[src/rtl/branch_predict_unit_if.sv]
// Fetch-lookup, EX-resolve and statistics signals of the branch predictor, bundled.
// master = pipeline side (drives PCs and resolved outcomes), slave = predictor.
interface branch_predict_unit_if #(
    parameter int ADDR_W = 32,
    parameter int STAT_W = 32
);
    logic [ADDR_W-1:0] pc_f;
    logic              pred_taken;
    logic [ADDR_W-1:0] pred_target;
    logic              upd_valid;
    logic [ADDR_W-1:0] upd_pc;
    logic              upd_taken;
    logic [ADDR_W-1:0] upd_target;
    logic              upd_pred_taken;
    logic [ADDR_W-1:0] upd_pred_target;
    logic              mispredict;
    logic [ADDR_W-1:0] redirect_pc;
    logic [STAT_W-1:0] stat_total;
    logic [STAT_W-1:0] stat_miss;

    modport master (
        output pc_f, upd_valid, upd_pc, upd_taken, upd_target, upd_pred_taken, upd_pred_target,
        input  pred_taken, pred_target, mispredict, redirect_pc, stat_total, stat_miss
    );

    modport slave (
        input  pc_f, upd_valid, upd_pc, upd_taken, upd_target, upd_pred_taken, upd_pred_target,
        output pred_taken, pred_target, mispredict, redirect_pc, stat_total, stat_miss
    );
endinterface

[src/rtl/branch_predict_unit.sv]
// Dynamic branch predictor: direct-mapped 2-bit BHT + tagged BTB; optional counters under BRANCH_STATS_EN.
// Latency: lookup and resolve are combinational; table updates land on the next posedge.
// Backpressure: none, one lookup and at most one update accepted every cycle.
module branch_predict_unit #(
    parameter int         ADDR_W   = 32,
    parameter int         IDX_W    = 6,
    parameter logic [1:0] CNT_INIT = 2'b01,
    parameter int         STAT_W   = 32
) (
    input  logic                 clk,
    input  logic                 reset,
    branch_predict_unit_if.slave bp
);
    localparam int DEPTH = 1 << IDX_W;
    localparam int TAG_W = ADDR_W - IDX_W - 2;

    logic [1:0]        bht        [DEPTH];
    logic [DEPTH-1:0]  btb_valid;
    logic [TAG_W-1:0]  btb_tag    [DEPTH];
    logic [ADDR_W-1:0] btb_target [DEPTH];

    logic [IDX_W-1:0]  idx_f, idx_u;
    logic [TAG_W-1:0]  tag_f, tag_u;
    logic              hit_f, taken_f;
    logic [ADDR_W-1:0] correct_u;
    logic              unused_pred_taken;

    // The fetch-time direction guess is irrelevant here: only the next-PC decides a flush.
    assign unused_pred_taken = bp.upd_pred_taken;

    always_comb begin
        idx_f          = bp.pc_f[IDX_W+1:2];
        tag_f          = bp.pc_f[ADDR_W-1:IDX_W+2];
        hit_f          = btb_valid[idx_f] && (btb_tag[idx_f] == tag_f);
        taken_f        = hit_f && bht[idx_f][1];
        bp.pred_taken  = taken_f;
        bp.pred_target = taken_f ? btb_target[idx_f] : bp.pc_f + ADDR_W'(4);
    end

    always_comb begin
        idx_u          = bp.upd_pc[IDX_W+1:2];
        tag_u          = bp.upd_pc[ADDR_W-1:IDX_W+2];
        correct_u      = bp.upd_taken ? bp.upd_target : bp.upd_pc + ADDR_W'(4);
        bp.redirect_pc = correct_u;
        bp.mispredict  = bp.upd_valid && (correct_u != bp.upd_pred_target);
    end

    always_ff @(posedge clk or negedge reset) begin
        if (!reset) begin
            btb_valid <= '0;
            for (int i = 0; i < DEPTH; i++) begin
                bht[i] <= CNT_INIT;
            end
        end else if (bp.upd_valid) begin
            if (bp.upd_taken) begin
                btb_valid[idx_u] <= 1'b1;
                if (bht[idx_u] != 2'b11) bht[idx_u] <= bht[idx_u] + 2'd1;
            end else if (bht[idx_u] != 2'b00) begin
                bht[idx_u] <= bht[idx_u] - 2'd1;
            end
        end
    end

    // Tag/target content is only ever trusted behind btb_valid, so it needs no reset.
    always_ff @(posedge clk) begin
        if (bp.upd_valid && bp.upd_taken) begin
            btb_tag[idx_u]    <= tag_u;
            btb_target[idx_u] <= bp.upd_target;
        end
    end

`ifdef BRANCH_STATS_EN
    logic [STAT_W-1:0] total_q, miss_q;

    always_ff @(posedge clk or negedge reset) begin
        if (!reset) begin
            total_q <= '0;
            miss_q  <= '0;
        end else begin
            if (bp.upd_valid && (total_q != '1)) total_q <= total_q + STAT_W'(1);
            if (bp.mispredict && (miss_q != '1))  miss_q  <= miss_q + STAT_W'(1);
        end
    end

    assign bp.stat_total = total_q;
    assign bp.stat_miss  = miss_q;
`else
    assign bp.stat_total = '0;
    assign bp.stat_miss  = '0;
`endif
endmodule

[src/flat_wrapper.sv]
// flat-port wrapper written by rule: the top's interface ports become plain ports
module branch_predict_unit_flat 
#(
    parameter int         ADDR_W   = 32,
    parameter int         IDX_W    = 6,
    parameter logic [1:0] CNT_INIT = 2'b01,
    parameter int         STAT_W   = 32
)
  (clk, reset, bp_pc_f, bp_upd_valid, bp_upd_pc, bp_upd_taken, bp_upd_target, bp_upd_pred_taken, bp_upd_pred_target, bp_pred_taken, bp_pred_target, bp_mispredict, bp_redirect_pc, bp_stat_total, bp_stat_miss);
  branch_predict_unit_if #(.ADDR_W(ADDR_W), .STAT_W(STAT_W)) bp_i ();
  input  logic clk;
  input  logic reset;
  input wire logic [$bits(bp_i.pc_f)-1:0] bp_pc_f;
  input wire logic [$bits(bp_i.upd_valid)-1:0] bp_upd_valid;
  input wire logic [$bits(bp_i.upd_pc)-1:0] bp_upd_pc;
  input wire logic [$bits(bp_i.upd_taken)-1:0] bp_upd_taken;
  input wire logic [$bits(bp_i.upd_target)-1:0] bp_upd_target;
  input wire logic [$bits(bp_i.upd_pred_taken)-1:0] bp_upd_pred_taken;
  input wire logic [$bits(bp_i.upd_pred_target)-1:0] bp_upd_pred_target;
  output wire logic [$bits(bp_i.pred_taken)-1:0] bp_pred_taken;
  output wire logic [$bits(bp_i.pred_target)-1:0] bp_pred_target;
  output wire logic [$bits(bp_i.mispredict)-1:0] bp_mispredict;
  output wire logic [$bits(bp_i.redirect_pc)-1:0] bp_redirect_pc;
  output wire logic [$bits(bp_i.stat_total)-1:0] bp_stat_total;
  output wire logic [$bits(bp_i.stat_miss)-1:0] bp_stat_miss;
  assign bp_i.pc_f = bp_pc_f;
  assign bp_i.upd_valid = bp_upd_valid;
  assign bp_i.upd_pc = bp_upd_pc;
  assign bp_i.upd_taken = bp_upd_taken;
  assign bp_i.upd_target = bp_upd_target;
  assign bp_i.upd_pred_taken = bp_upd_pred_taken;
  assign bp_i.upd_pred_target = bp_upd_pred_target;
  assign bp_pred_taken = bp_i.pred_taken;
  assign bp_pred_target = bp_i.pred_target;
  assign bp_mispredict = bp_i.mispredict;
  assign bp_redirect_pc = bp_i.redirect_pc;
  assign bp_stat_total = bp_i.stat_total;
  assign bp_stat_miss = bp_i.stat_miss;
  branch_predict_unit #(.ADDR_W(ADDR_W), .IDX_W(IDX_W), .CNT_INIT(CNT_INIT), .STAT_W(STAT_W)) u_core (.clk(clk), .reset(reset), .bp(bp_i));
endmodule
[config.mk]
export PLATFORM = sky130hd
export DESIGN_NAME = branch_predict_unit_flat
export DESIGN_NICKNAME = d
export VERILOG_FILES = /design/src/rtl/branch_predict_unit_if.sv /design/src/rtl/branch_predict_unit.sv /design/src/flat_wrapper.sv
export SDC_FILE = /design/constraint.sdc
export NUM_CORES = 2
export LEC_CHECK = 0
export ABC_CLOCK_PERIOD_IN_PS = 14940
export CAP_MARGIN = 20
export CORE_MARGIN = 2
export CORE_UTILIZATION = 50
export CTS_BUF_LIST = sky130_fd_sc_hd__clkbuf_4 sky130_fd_sc_hd__clkbuf_8
export CTS_CLUSTER_DIAMETER = 30
export CTS_CLUSTER_SIZE = 20
export DETAILED_ROUTE_END_ITERATION = 6
export PLACE_DENSITY = 0.66
export RECOVER_POWER = 50
export SETUP_SLACK_MARGIN = 0.1
export SYNTH_ARGS = -nofsm -noshare
export SYNTH_HDL_FRONTEND = slang
export SYNTH_SLANG_ARGS = --single-unit
[constraint.sdc]
create_clock -name clk -period 14.94 [get_ports clk]
set_clock_uncertainty 0.15 [all_clocks]
set_input_delay 2.988 -clock clk [delete_from_list [all_inputs] [get_ports clk]]
set_output_delay 2.988 -clock clk [all_outputs]
set_load 0.02 [all_outputs]
==> run metrics <==
Post-CTS Resized 0; final hold viol count 0; clock slew at reported path FFs 50 ps; worst path bufs/invs 3; Initial Util 0.503; Wirelength per Cell 37.7 um; max-cap viol count 65; final slew viol count 3866; GRT overflow 0; Crit path largest cell delay 2310 ps; Slew @ Worst Pin 6150 ps; vias per cell 6.61; Pre-antenna DRT Iters 7; largest net degree at the start of global routing 121; H-tree depth 6; CP required 11800 ps; Area contributors post-synth edfxtp_1 72%, mux4_2 16%, dfrtp_1 2.1%; # IOs 263; die area 303000 um^2; DPL Wire Length 255000 um; global-route wire length before repair 623000 um; Synth Register Bits 3776; initial drt markers 12217; reg2reg setup slack 10170 ps; Post-CTS Hold Fix Bufs 0; Synth top area share 0.721; Crit Path Category in -> out; Fmax 79.6 MHz; Slew HR -3.10; slowest cell on the critical path clkbuf_1; Leak Pwr 55.2 nW; area leader, netlist edfxtp_1; min cycle time layout 12570 ps; Core ar. 297000 um^2; Worst Hold Class reg -> reg; RSZ-0062 raised after global routing no; worst path cell trace buf_2 > clkbuf_1 > nand4_1 > or3_1 > or3_1 > a31oi_1 > xor2_1 > nor3_1 > nand4_1 > nor4_1 > nor2b_1 > clkdlybuf4s50_1; antenna violations before repair 32; period utilisation layout 0.841; cell area after synthesis 149000 um^2; sequential area share after synthesis 0.753; DRT antenna net count 0; Arr. time, crit path 9430 ps; Setup Slack @ Placement 2990 ps; vias 80046; setup TNS 0 ps; clk buf depth 4; Avg Inst Size Synth 21.7 um^2; layout cell share with drive strength beyond 1 0.333; Setup crit end kind primary output; Post-Route WL 457000 um; synth unique cells 82; warnings from Yosys 0; Final Util 0.576; Cells after Synth 6880; Post-synth EDFFs 3584; Global Route Usage Sum 0.300; Final WS setup 2370 ps; Async SR Flop Fraction 0.0508; # Post-CTS Setup Buffers 0; Placer Congestion 0.858; status complete, but fails checks; Tot Pwr 0.0237 W; DRC viols 3; CTS sink cnt 3776; critical path launch point type primary input; Final setup viols 0; failing checks DRC, capacitance limit, slew limit; crit-path leading delay family buffers and inverters; synthesis-to-finish area growth 14.5%; die width 550 um; vias in the first global route 77571; crit path max fanout 70; Clock Latency Late Sink 1220 ps; Pwr Density 139 nW/um^2; Buffers on Ports 197; Root Driver clkbuf_8; worst vdd ir 121 uV; DIE HEIGHT 550 um; CTS tree yes; Top FF cell, synth edfxtp_1; cts bufs inserted 632; nets 7752; Rows 200
==> cell type report <==
type | count | area [um^2]
Clock inverter | 446 | 5210
Timing Repair Buffer | 477 | 3730
Inverter | 24 | 100
Sequential cell | 3776 | 113000
Fill cell | 21339 | 126000
Clock buffer | 719 | 9460
Multi-Input combinational cell | 2704 | 35000
Tap cell | 3939 | 4930
Antenna cell | 33 | 82.6
==> state kept, by name, summed over array words and instances (netlist names), named ones only <==
signal             count
u_core.btb_target   2048
u_core.btb_tag      1536
u_core.bht            64
u_core.btb_valid      64
==> worst reg2reg max path, cell delays in order (launching register included) <==
cell and delay, ps:
dfstp_2 370, a22oi_1 240, nand4_1 220, a22o_1 260
nor4_1 460, inv_2 510, ha_1 380, mux2i_1 500
nand2_1 140, nor2_1 810, nand2_1 260, mux2_2 330
==> cells in the mapped netlist (14+ instances only) <==
cell / number
clkbuf_1: 129
nor3_1: 30
a22oi_1: 93
a211oi_1: 29
and3_1: 32
nor2_1: 131
and2_1: 15
nand3_1: 45
buf_4: 98
dfstp_2: 64
a31oi_1: 27
a22o_1: 26
o221ai_1: 21
buf_6: 23
xnor2_1: 60
or2_2: 73
nor2b_1: 28
nor4_1: 18
mux2_2: 98
mux2i_1: 161
edfxtp_1: 3584
nand2_1: 248
nand4_1: 33
inv_1: 23
a21oi_1: 34
o22ai_1: 21
buf_2: 145
xor2_1: 32
mux4_2: 1028
mux2_4: 28
dfrtp_1: 128
o21ai_0: 123
buf_1: 37
a221oi_1: 30
or4_1: 14
==> cells in the final DEF (no fill, tap or decap), drive strengths merged, types with 67 or more instances in the layout <==
| cell type | n |
|---|---|
| a22oi | 93 |
| buf | 250 |
| bufinv | 82 |
| clkbuf | 813 |
| clkdlybuf4s50 | 130 |
| clkinv | 215 |
| clkinvlp | 67 |
| dfrtp | 128 |
| edfxtp | 3584 |
| inv | 106 |
| mux2 | 126 |
| mux2i | 161 |
| mux4 | 1028 |
| nand2 | 248 |
| nor2 | 132 |
| o21ai | 124 |
| or2 | 73 |
==> stage by stage <==
step	std cells	hold slack [ps]	instance area, um^2
2_1_floorplan	6943	283	150000
3_3_place_gp	10905	295	156000
3_5_place_dp	10908	298	157000
4_1_cts	12073	309	171000
5_1_grt	12108	318	171000
6_report	12118	307	171000
==> logic make-up after synthesis <==
family,after synthesis,synth area share
AO/OA/AOI/OAI,490,0.0228
XOR/XNOR,92,0.00540
AND/OR/NAND/NOR,739,0.0250
other,1,0.0000251
multiplexers,1315,0.176
buffers and inverters,463,0.0170
flip-flops,3776,0.753
adder cells (fa/ha/maj),4,0.000335
==> layer usage <==
layer / vias to the layer above / GRT usage / wire, um
li1: 30553 / - / -
met1: 42841 / 0.408 / 164000
met2: 5700 / 0.476 / 219000
met3: 946 / 0.0610 / 51400
met4: 6 / 0.125 / 21600
met5: - / 0 / 40
==> report_power, final <==
group	switching (W)	total (W)	internal, W
Combinational	0.000884	0.00140	0.000516
Clock	0.00466	0.0105	0.00586
Sequential	0.0000591	0.0118	0.0117
Total	0.00560	0.0237	0.0181
==> path summary, 6_finish.rpt <==
kind / from / endpoint / cells past startpoint
setup / recovery: bp_upd_pc[8] / bp_mispredict / 12
hold / removal: u_core.btb_valid[12]$_DFFE_PN0P_ / u_core.btb_valid[12]$_DFFE_PN0P_ / 1
setup reg to reg: flop / u_core.bht[113]$_DFFE_PN0P_ / 11
hold reg to reg: u_core.btb_valid[12]$_DFFE_PN0P_ / u_core.btb_valid[12]$_DFFE_PN0P_ / 1
max in group asynchronous: reset / u_core.btb_valid[13]$_DFFE_PN0P_ / 2
min in group asynchronous: reset / u_core.bht[119]$_DFFE_PN0P_ / 1
(Power assumes the default switching activity.)
